<file path="config.mk">
export PLATFORM = sky130hd
export DESIGN_NAME = fifo_sync_v2_flat
export DESIGN_NICKNAME = d
export VERILOG_FILES = /design/src/rtl/fifo_pkg.sv /design/src/rtl/fifo_sync_v2_if.sv /design/src/rtl/fifo_mem.sv /design/src/rtl/fifo_sync_v2.sv /design/src/flat_wrapper.sv
export SDC_FILE = /design/constraint.sdc
export NUM_CORES = 1
export LEC_CHECK = 0
export CORE_MARGIN = 1.5
export CORE_UTILIZATION = 55
export CTS_CLUSTER_DIAMETER = 80
export DETAILED_ROUTE_END_ITERATION = 12
export PLACE_DENSITY = 0.76
export SYNTH_ARGS = -nofsm -noshare
export SYNTH_HDL_FRONTEND = slang
export SYNTH_SLANG_ARGS = --single-unit
</file>
<file path="constraint.sdc">
create_clock -name clk -period 7.9 [get_ports clk]
set_input_delay 1.185 -clock clk [delete_from_list [all_inputs] [get_ports clk]]
set_output_delay 1.185 -clock clk [all_outputs]
set_load 0.005 [all_outputs]
</file>
<file path="src/rtl/fifo_pkg.sv">
// Shared types and helpers for the fifo_sync_v2 buffer family.
package fifo_pkg;

  typedef enum logic [1:0] {
    IDLE       = 2'b00,
    READ_ONLY  = 2'b01,
    WRITE_ONLY = 2'b10,
    WRITE_READ = 2'b11
  } fifo_op_e;

  // Pointer increment that wraps at an arbitrary (non-power-of-2) depth.
  function automatic int unsigned ptr_wrap_inc(input int unsigned ptr, input int unsigned depth);
    if (ptr >= depth - 32'd1) begin
      return 32'd0;
    end else begin
      return ptr + 32'd1;
    end
  endfunction

endpackage

</file>
<file path="src/rtl/fifo_sync_v2_if.sv">
// Producer/consumer handshake bundle for fifo_sync_v2; master drives requests, slave is the FIFO.
interface fifo_sync_v2_if #(
  parameter int DEPTH = 16,
  parameter int WIDTH = 8
);
  localparam int LVL_W = $clog2(DEPTH + 1);

  logic             wt_en;
  logic             rd_en;
  logic             flush;
  logic             clr_err;
  logic [WIDTH-1:0] din;
  logic [WIDTH-1:0] dout;
  logic             full;
  logic             empty;
  logic             almost_full;
  logic             almost_empty;
  logic [LVL_W-1:0] level;
  logic             overflow;
  logic             underflow;
  logic             ovf_sticky;
  logic             udf_sticky;

  modport master (
    output wt_en, rd_en, flush, clr_err, din,
    input  dout, full, empty, almost_full, almost_empty, level,
    input  overflow, underflow, ovf_sticky, udf_sticky
  );

  modport slave (
    input  wt_en, rd_en, flush, clr_err, din,
    output dout, full, empty, almost_full, almost_empty, level,
    output overflow, underflow, ovf_sticky, udf_sticky
  );
endinterface

</file>
<file path="src/rtl/fifo_mem.sv">
// DEPTH x WIDTH storage: one synchronous write port, one asynchronous read port.
module fifo_mem #(
  parameter int DEPTH = 16,
  parameter int WIDTH = 8,
  parameter int PTR_W = $clog2(DEPTH)
) (
  input  logic             clk,
  input  logic             we,
  input  logic [PTR_W-1:0] waddr,
  input  logic [WIDTH-1:0] wdata,
  input  logic [PTR_W-1:0] raddr,
  output logic [WIDTH-1:0] rdata
);

  logic [WIDTH-1:0] mem [DEPTH];

  // Contents are deliberately not reset; flush and rst only move pointers.
  always_ff @(posedge clk) begin
    if (we) begin
      mem[waddr] <= wdata;
    end
  end

  assign rdata = mem[raddr];

endmodule

</file>
<file path="src/rtl/fifo_sync_v2.sv">
// Single-clock FIFO with arbitrary depth, standard or FWFT read, level/threshold flags,
// synchronous flush and pulse + sticky overflow/underflow reporting.
module fifo_sync_v2
  import fifo_pkg::*;
#(
  parameter int DEPTH     = 16,
  parameter int WIDTH     = 8,
  parameter int FWFT      = 0,
  parameter int AF_THRESH = DEPTH - 2,
  parameter int AE_THRESH = 2
) (
  input logic           clk,
  input logic           rst,
  fifo_sync_v2_if.slave bus
);

  localparam int LVL_W = $clog2(DEPTH + 1);
  localparam int PTR_W = $clog2(DEPTH);

  if (DEPTH < 2) begin : g_bad_depth
    $fatal(1, "fifo_sync_v2: DEPTH must be >= 2");
  end
  if (AF_THRESH < 1 || AF_THRESH > DEPTH) begin : g_bad_af
    $fatal(1, "fifo_sync_v2: AF_THRESH out of range");
  end
  if (AE_THRESH < 0 || AE_THRESH > DEPTH - 1) begin : g_bad_ae
    $fatal(1, "fifo_sync_v2: AE_THRESH out of range");
  end
  if (FWFT != 0 && FWFT != 1) begin : g_bad_fwft
    $fatal(1, "fifo_sync_v2: FWFT must be 0 or 1");
  end

  logic [PTR_W-1:0] wr_p_q, wr_p_d;
  logic [PTR_W-1:0] rd_p_q, rd_p_d;
  logic [LVL_W-1:0] level_q, level_d;
  logic [WIDTH-1:0] dout_q, dout_d;
  logic             ovf_q, ovf_d;
  logic             udf_q, udf_d;
  logic             ovf_sticky_q, ovf_sticky_d;
  logic             udf_sticky_q, udf_sticky_d;

  logic             full_s, empty_s;
  logic             wr_acc_s, rd_acc_s, mem_we_s;
  logic [WIDTH-1:0] rdata_s;
  fifo_op_e         op_s;

  assign full_s   = (level_q == LVL_W'(DEPTH));
  assign empty_s  = (level_q == LVL_W'(0));
  // Acceptance uses pre-edge flags only: a same-cycle pop never frees room for a push at full.
  assign wr_acc_s = bus.wt_en && !full_s;
  assign rd_acc_s = bus.rd_en && !empty_s;
  assign op_s     = fifo_op_e'({wr_acc_s, rd_acc_s});
  assign mem_we_s = wr_acc_s && !bus.flush;

  fifo_mem #(
    .DEPTH (DEPTH),
    .WIDTH (WIDTH),
    .PTR_W (PTR_W)
  ) u_mem (
    .clk   (clk),
    .we    (mem_we_s),
    .waddr (wr_p_q),
    .wdata (bus.din),
    .raddr (rd_p_q),
    .rdata (rdata_s)
  );

  // Next-state for pointers, level and the registered read word.
  always_comb begin
    wr_p_d  = wr_p_q;
    rd_p_d  = rd_p_q;
    level_d = level_q;
    dout_d  = dout_q;
    if (bus.flush) begin
      wr_p_d  = '0;
      rd_p_d  = '0;
      level_d = '0;
      dout_d  = '0;
    end else begin
      case (op_s)
        READ_ONLY: begin
          rd_p_d  = PTR_W'(ptr_wrap_inc(32'(rd_p_q), DEPTH));
          level_d = level_q - LVL_W'(1);
          dout_d  = rdata_s;
        end
        WRITE_ONLY: begin
          wr_p_d  = PTR_W'(ptr_wrap_inc(32'(wr_p_q), DEPTH));
          level_d = level_q + LVL_W'(1);
        end
        WRITE_READ: begin
          wr_p_d  = PTR_W'(ptr_wrap_inc(32'(wr_p_q), DEPTH));
          rd_p_d  = PTR_W'(ptr_wrap_inc(32'(rd_p_q), DEPTH));
          dout_d  = rdata_s;
        end
        default: begin
          level_d = level_q;
        end
      endcase
    end
  end

  // Error pulses follow the raw request against the pre-edge flags; set beats clr_err.
  always_comb begin
    ovf_d        = bus.wt_en && full_s;
    udf_d        = bus.rd_en && empty_s;
    ovf_sticky_d = ovf_sticky_q;
    udf_sticky_d = udf_sticky_q;
    if (ovf_d) begin
      ovf_sticky_d = 1'b1;
    end else if (bus.clr_err) begin
      ovf_sticky_d = 1'b0;
    end else begin
      ovf_sticky_d = ovf_sticky_q;
    end
    if (udf_d) begin
      udf_sticky_d = 1'b1;
    end else if (bus.clr_err) begin
      udf_sticky_d = 1'b0;
    end else begin
      udf_sticky_d = udf_sticky_q;
    end
  end

  // State registers.
  always_ff @(posedge clk or posedge rst) begin
    if (rst) begin
      wr_p_q       <= '0;
      rd_p_q       <= '0;
      level_q      <= '0;
      dout_q       <= '0;
      ovf_q        <= 1'b0;
      udf_q        <= 1'b0;
      ovf_sticky_q <= 1'b0;
      udf_sticky_q <= 1'b0;
    end else begin
      wr_p_q       <= wr_p_d;
      rd_p_q       <= rd_p_d;
      level_q      <= level_d;
      dout_q       <= dout_d;
      ovf_q        <= ovf_d;
      udf_q        <= udf_d;
      ovf_sticky_q <= ovf_sticky_d;
      udf_sticky_q <= udf_sticky_d;
    end
  end

  // FWFT shows the head word directly and blanks to zero when nothing is stored.
  assign bus.dout         = (FWFT == 1) ? (empty_s ? '0 : rdata_s) : dout_q;
  assign bus.full         = full_s;
  assign bus.empty        = empty_s;
  assign bus.almost_full  = (level_q >= LVL_W'(AF_THRESH));
  assign bus.almost_empty = (level_q <= LVL_W'(AE_THRESH));
  assign bus.level        = level_q;
  assign bus.overflow     = ovf_q;
  assign bus.underflow    = udf_q;
  assign bus.ovf_sticky   = ovf_sticky_q;
  assign bus.udf_sticky   = udf_sticky_q;

  a_level_max : assert property (@(posedge clk) disable iff (rst) level_q <= LVL_W'(DEPTH));
  a_not_both  : assert property (@(posedge clk) disable iff (rst) !(full_s && empty_s));
  a_full_eq   : assert property (@(posedge clk) disable iff (rst) full_s == (level_q == LVL_W'(DEPTH)));
  a_empty_eq  : assert property (@(posedge clk) disable iff (rst) empty_s == (level_q == LVL_W'(0)));

endmodule

</file>
<file path="src/flat_wrapper.sv">
// flat-port wrapper written by rule: the top's interface ports become plain ports
module fifo_sync_v2_flat import fifo_pkg::*;
#(
  parameter int DEPTH     = 16,
  parameter int WIDTH     = 8,
  parameter int FWFT      = 0,
  parameter int AF_THRESH = DEPTH - 2,
  parameter int AE_THRESH = 2
)
  (clk, rst, bus_wt_en, bus_rd_en, bus_flush, bus_clr_err, bus_din, bus_dout, bus_full, bus_empty, bus_almost_full, bus_almost_empty, bus_level, bus_overflow, bus_underflow, bus_ovf_sticky, bus_udf_sticky);
  fifo_sync_v2_if #(.DEPTH(DEPTH), .WIDTH(WIDTH)) bus_i ();
  input logic clk;
  input logic rst;
  input wire logic [$bits(bus_i.wt_en)-1:0] bus_wt_en;
  input wire logic [$bits(bus_i.rd_en)-1:0] bus_rd_en;
  input wire logic [$bits(bus_i.flush)-1:0] bus_flush;
  input wire logic [$bits(bus_i.clr_err)-1:0] bus_clr_err;
  input wire logic [$bits(bus_i.din)-1:0] bus_din;
  output wire logic [$bits(bus_i.dout)-1:0] bus_dout;
  output wire logic [$bits(bus_i.full)-1:0] bus_full;
  output wire logic [$bits(bus_i.empty)-1:0] bus_empty;
  output wire logic [$bits(bus_i.almost_full)-1:0] bus_almost_full;
  output wire logic [$bits(bus_i.almost_empty)-1:0] bus_almost_empty;
  output wire logic [$bits(bus_i.level)-1:0] bus_level;
  output wire logic [$bits(bus_i.overflow)-1:0] bus_overflow;
  output wire logic [$bits(bus_i.underflow)-1:0] bus_underflow;
  output wire logic [$bits(bus_i.ovf_sticky)-1:0] bus_ovf_sticky;
  output wire logic [$bits(bus_i.udf_sticky)-1:0] bus_udf_sticky;
  assign bus_i.wt_en = bus_wt_en;
  assign bus_i.rd_en = bus_rd_en;
  assign bus_i.flush = bus_flush;
  assign bus_i.clr_err = bus_clr_err;
  assign bus_i.din = bus_din;
  assign bus_dout = bus_i.dout;
  assign bus_full = bus_i.full;
  assign bus_empty = bus_i.empty;
  assign bus_almost_full = bus_i.almost_full;
  assign bus_almost_empty = bus_i.almost_empty;
  assign bus_level = bus_i.level;
  assign bus_overflow = bus_i.overflow;
  assign bus_underflow = bus_i.underflow;
  assign bus_ovf_sticky = bus_i.ovf_sticky;
  assign bus_udf_sticky = bus_i.udf_sticky;
  fifo_sync_v2 #(.DEPTH(DEPTH), .WIDTH(WIDTH), .FWFT(FWFT), .AF_THRESH(AF_THRESH), .AE_THRESH(AE_THRESH)) u_core (.clk(clk), .rst(rst), .bus(bus_i));
endmodule
</file>
==> flow_summary.ini <==
[synthesis]
yosysWarnings = 0
syn_area_mm2 = 0.00623
synth_area_leaders = edfxtp_1, mux4_2, dfrtp_1
synth.largest_area_cell = edfxtp_1
synth.avg_cell_area_um2 = 18.3
synth-seq-cells = 153
syn_inst = 340
seq_area_frac_synth_pct = 71.8
synth_nets = 363
synth_top_area_share_pct = 61.7
ys_types = 37

[sta]
rsz0062_at_grt = false
setup_tns_ns = 0
clock.fmax_ghz = 0.258
maxSlewViolCount = 0
hold_violations = 0
fin_crit_ns = 3.88
clock_skew_ns = 0.00586
hold_slack_ns = 0.481
max-slew-margin-rel_pct = 11.6
fin_crit_sh_pct = 49.1
finalSetupViolCount = 0
tightest_slew_ns = 1.32

[critical_path]
cp-endpoint = u_core.u_mem.mem[3][4]$_DFFE_PP_
crit_path_end_kind = flop
r2r-end = u_core.bus.level[4]$_DFFE_PP0P_
path_max_fanout = 24
rr_startpoint = u_core.bus.level[1]$_DFFE_PP0P_
slowest_stage = nor3_1
critPathKind = in -> reg
critPathLaunchType = input pin
path_cells = clkdlybuf4s50_1, nor3_1, nand2_1, nor3_1
max_stage_delay_ns = 1.03
ff2ff_setup_slack_ns = 4.68
r2r_cells = 9
cp.arrival_ns = 3.90
required_ns = 7.93
crit_top_cell = nor3_1
crit_path_start = bus_flush

[flow_run]
drv_cap = 0

[power]
ir_worst_vdd_uv = 186
leakage_uw = 0.00239
fin_total_pwr_uw = 2100
powerDensity_mw_per_mm2 = 292

[route]
routed_wl_um = 12200
ant_nets = 0
viasPerCell = 6.19
first_pass_iters = 4
drt_iter0_markers = 288
drc = 0
routedWlPerCell_um = 23.0
via_count = 3273

[clocking]
cts_max_path_buffers = 2
clock-sinks = 153
cts_resized = 0
postCtsSetupRepairBufs = 0
clk_pin_slew_ns = 0.06
cts_buffers = 17
cts_hold_buf = 0
clock-root-buffer = clkbuf_16
clk_latency_ns = 0.42
htreeDepth = 4
cts_tree = done

[global_route]
grt_use_total_pct = 22.6
grt_max_degree = 38
grt_pass1_vias = 3354
antenna_found_initial = 0
grt_pass1_wl_um = 18700
grt_overflow = 0

[outcome]
status = finished clean

[place]
hpwlAfterDp_um = 7410
place_congestion = 0.815
port_buffers = 34

[finish]
nets = 399
drive_above_1_share_pct = 18.5
syn_to_final_growth_pct = 15.8
diodes = 0
fin_util_pct = 65.9

[floorplanning]
rows = 38
die_area_mm2 = 0.0120
initial_core_util_pct = 57.0
die-height_um = 109
io_pins = 35
die_w_um = 109
design.core.area_mm2 = 0.0109

[worst_hold_path]
hold_path.class = reg -> reg
==> cell usage after synthesis <==
master and instances:
o221ai_1 8, and2_1 3, clkbuf_1 8, a31oi_1 1, nand3b_1 9, xnor2_2 1
buf_2 9, o21a_1 1, o21ai_0 1, a211oi_1 1, xnor2_1 2, nand3_1 1
a31o_2 1, o31ai_4 1, buf_1 1, nor4_2 1, a21oi_1 9, nor2_1 24
mux2i_1 18, mux4_2 32, or3_4 1, a311oi_1 1, nand2b_1 2, xor2_1 2
ha_1 8, dfrtp_1 25, fa_1 1, a22oi_1 1, or3_1 2, inv_1 5
edfxtp_1 128, nand2_1 12, o31a_1 1, nor3_2 1, a21o_1 6, and3_1 2
nor3_1 10
==> power breakdown <==
part / internal [uW] / total (uW) / switching (uW)
clock network: 425 / 729 / 304
registers: 918 / 965 / 47.6
logic: 222 / 410 / 188
==> kinds of logic (layout without fill, tap and decap cells) <==
logic type | after synthesis | after routing | synth area share, %
and+or+nand+nor | 68 | 68 | 5.58
AOI/OAI and AO/OA | 32 | 32 | 3.88
buffers and inverters | 23 | 72 | 1.57
xor gates and xnor gates | 5 | 5 | 0.824
DFF | 153 | 153 | 71.8
muxes | 50 | 50 | 14.5
adders and majority gates | 9 | 9 | 1.93
==> through the flow <==
step | std cells | worst slack [ns] | instance area [um2]
2_1_floorplan | 340 | 4.84 | 6230
3_3_place_gp | 497 | 3.81 | 6680
3_5_place_dp | 497 | 3.68 | 6680
4_1_cts | 529 | 4.04 | 7210
5_1_grt | 529 | 3.83 | 7210
6_report | 529 | 4.02 | 7210
==> metal layers <==
layer,GRT usage (%),routed length (um),vias to the layer above
met2,36.9,6160,127
met1,27.6,4740,1690
li1,-,-,1427
met5,0,0,-
met3,6.22,859,29
met4,11.7,407,0
==> sequential cells by signal, indices dropped and copies added (netlist names) <==
signal                 count
u_core.bus.level           5
u_core.bus.underflow       1
u_core.u_mem.mem         128
u_core.bus.overflow        1
u_core.rd_p_q              4
u_core.bus.udf_sticky      1
u_core.bus.ovf_sticky      1
u_core.bus.dout            8
u_core.wr_p_q              4
==> cell usage in the layout (no fill, tap or decap), drive strengths merged, types with 6 or more instances in the layout <==
master,n
nor3,11
clkbuf,17
nand2,12
a21oi,9
a21o,6
ha,8
dfrtp,25
nor2,24
edfxtp,128
nand3b,9
clkdlybuf4s50,34
clkinv,9
mux2i,18
o221ai,8
mux4,32
==> worst min path at each step <==
stage / to / depth (start not counted) / slack [ns] / from
finish: u_core.bus.ovf_sticky$_DFFE_PP0P_ / 1 / 0.48 / u_core.bus.ovf_sticky$_DFFE_PP0P_
global route: u_core.bus.ovf_sticky$_DFFE_PP0P_ / 1 / 0.50 / u_core.bus.ovf_sticky$_DFFE_PP0P_
CTS: u_core.bus.ovf_sticky$_DFFE_PP0P_ / 1 / 0.49 / u_core.bus.ovf_sticky$_DFFE_PP0P_
detailed placement: u_core.bus.ovf_sticky$_DFFE_PP0P_ / 1 / 0.47 / u_core.bus.ovf_sticky$_DFFE_PP0P_
global placement: u_core.bus.ovf_sticky$_DFFE_PP0P_ / 1 / 0.47 / u_core.bus.ovf_sticky$_DFFE_PP0P_
floorplan: u_core.bus.udf_sticky$_DFFE_PP0P_ / 1 / 0.48 / u_core.bus.udf_sticky$_DFFE_PP0P_
==> worst max-delay path, delay by kind of cell <==
family	cells	cell delay, ns
simple gates	3	1.87
buf+inv	1	0.84
==> area by class of cell <==
| class | instances | area (um2) |
|---|---|---|
| sequential | 153 | 4470 |
| fill | 734 | 3720 |
| multi-input combinational | 164 | 1660 |
| clock buffer | 17 | 425 |
| timing repair buffer | 35 | 348 |
| tap | 140 | 175 |
| clock inverter | 15 | 111 |
| inverter | 5 | 18.8 |
Note: power is estimated with default switching activity, not from simulation.
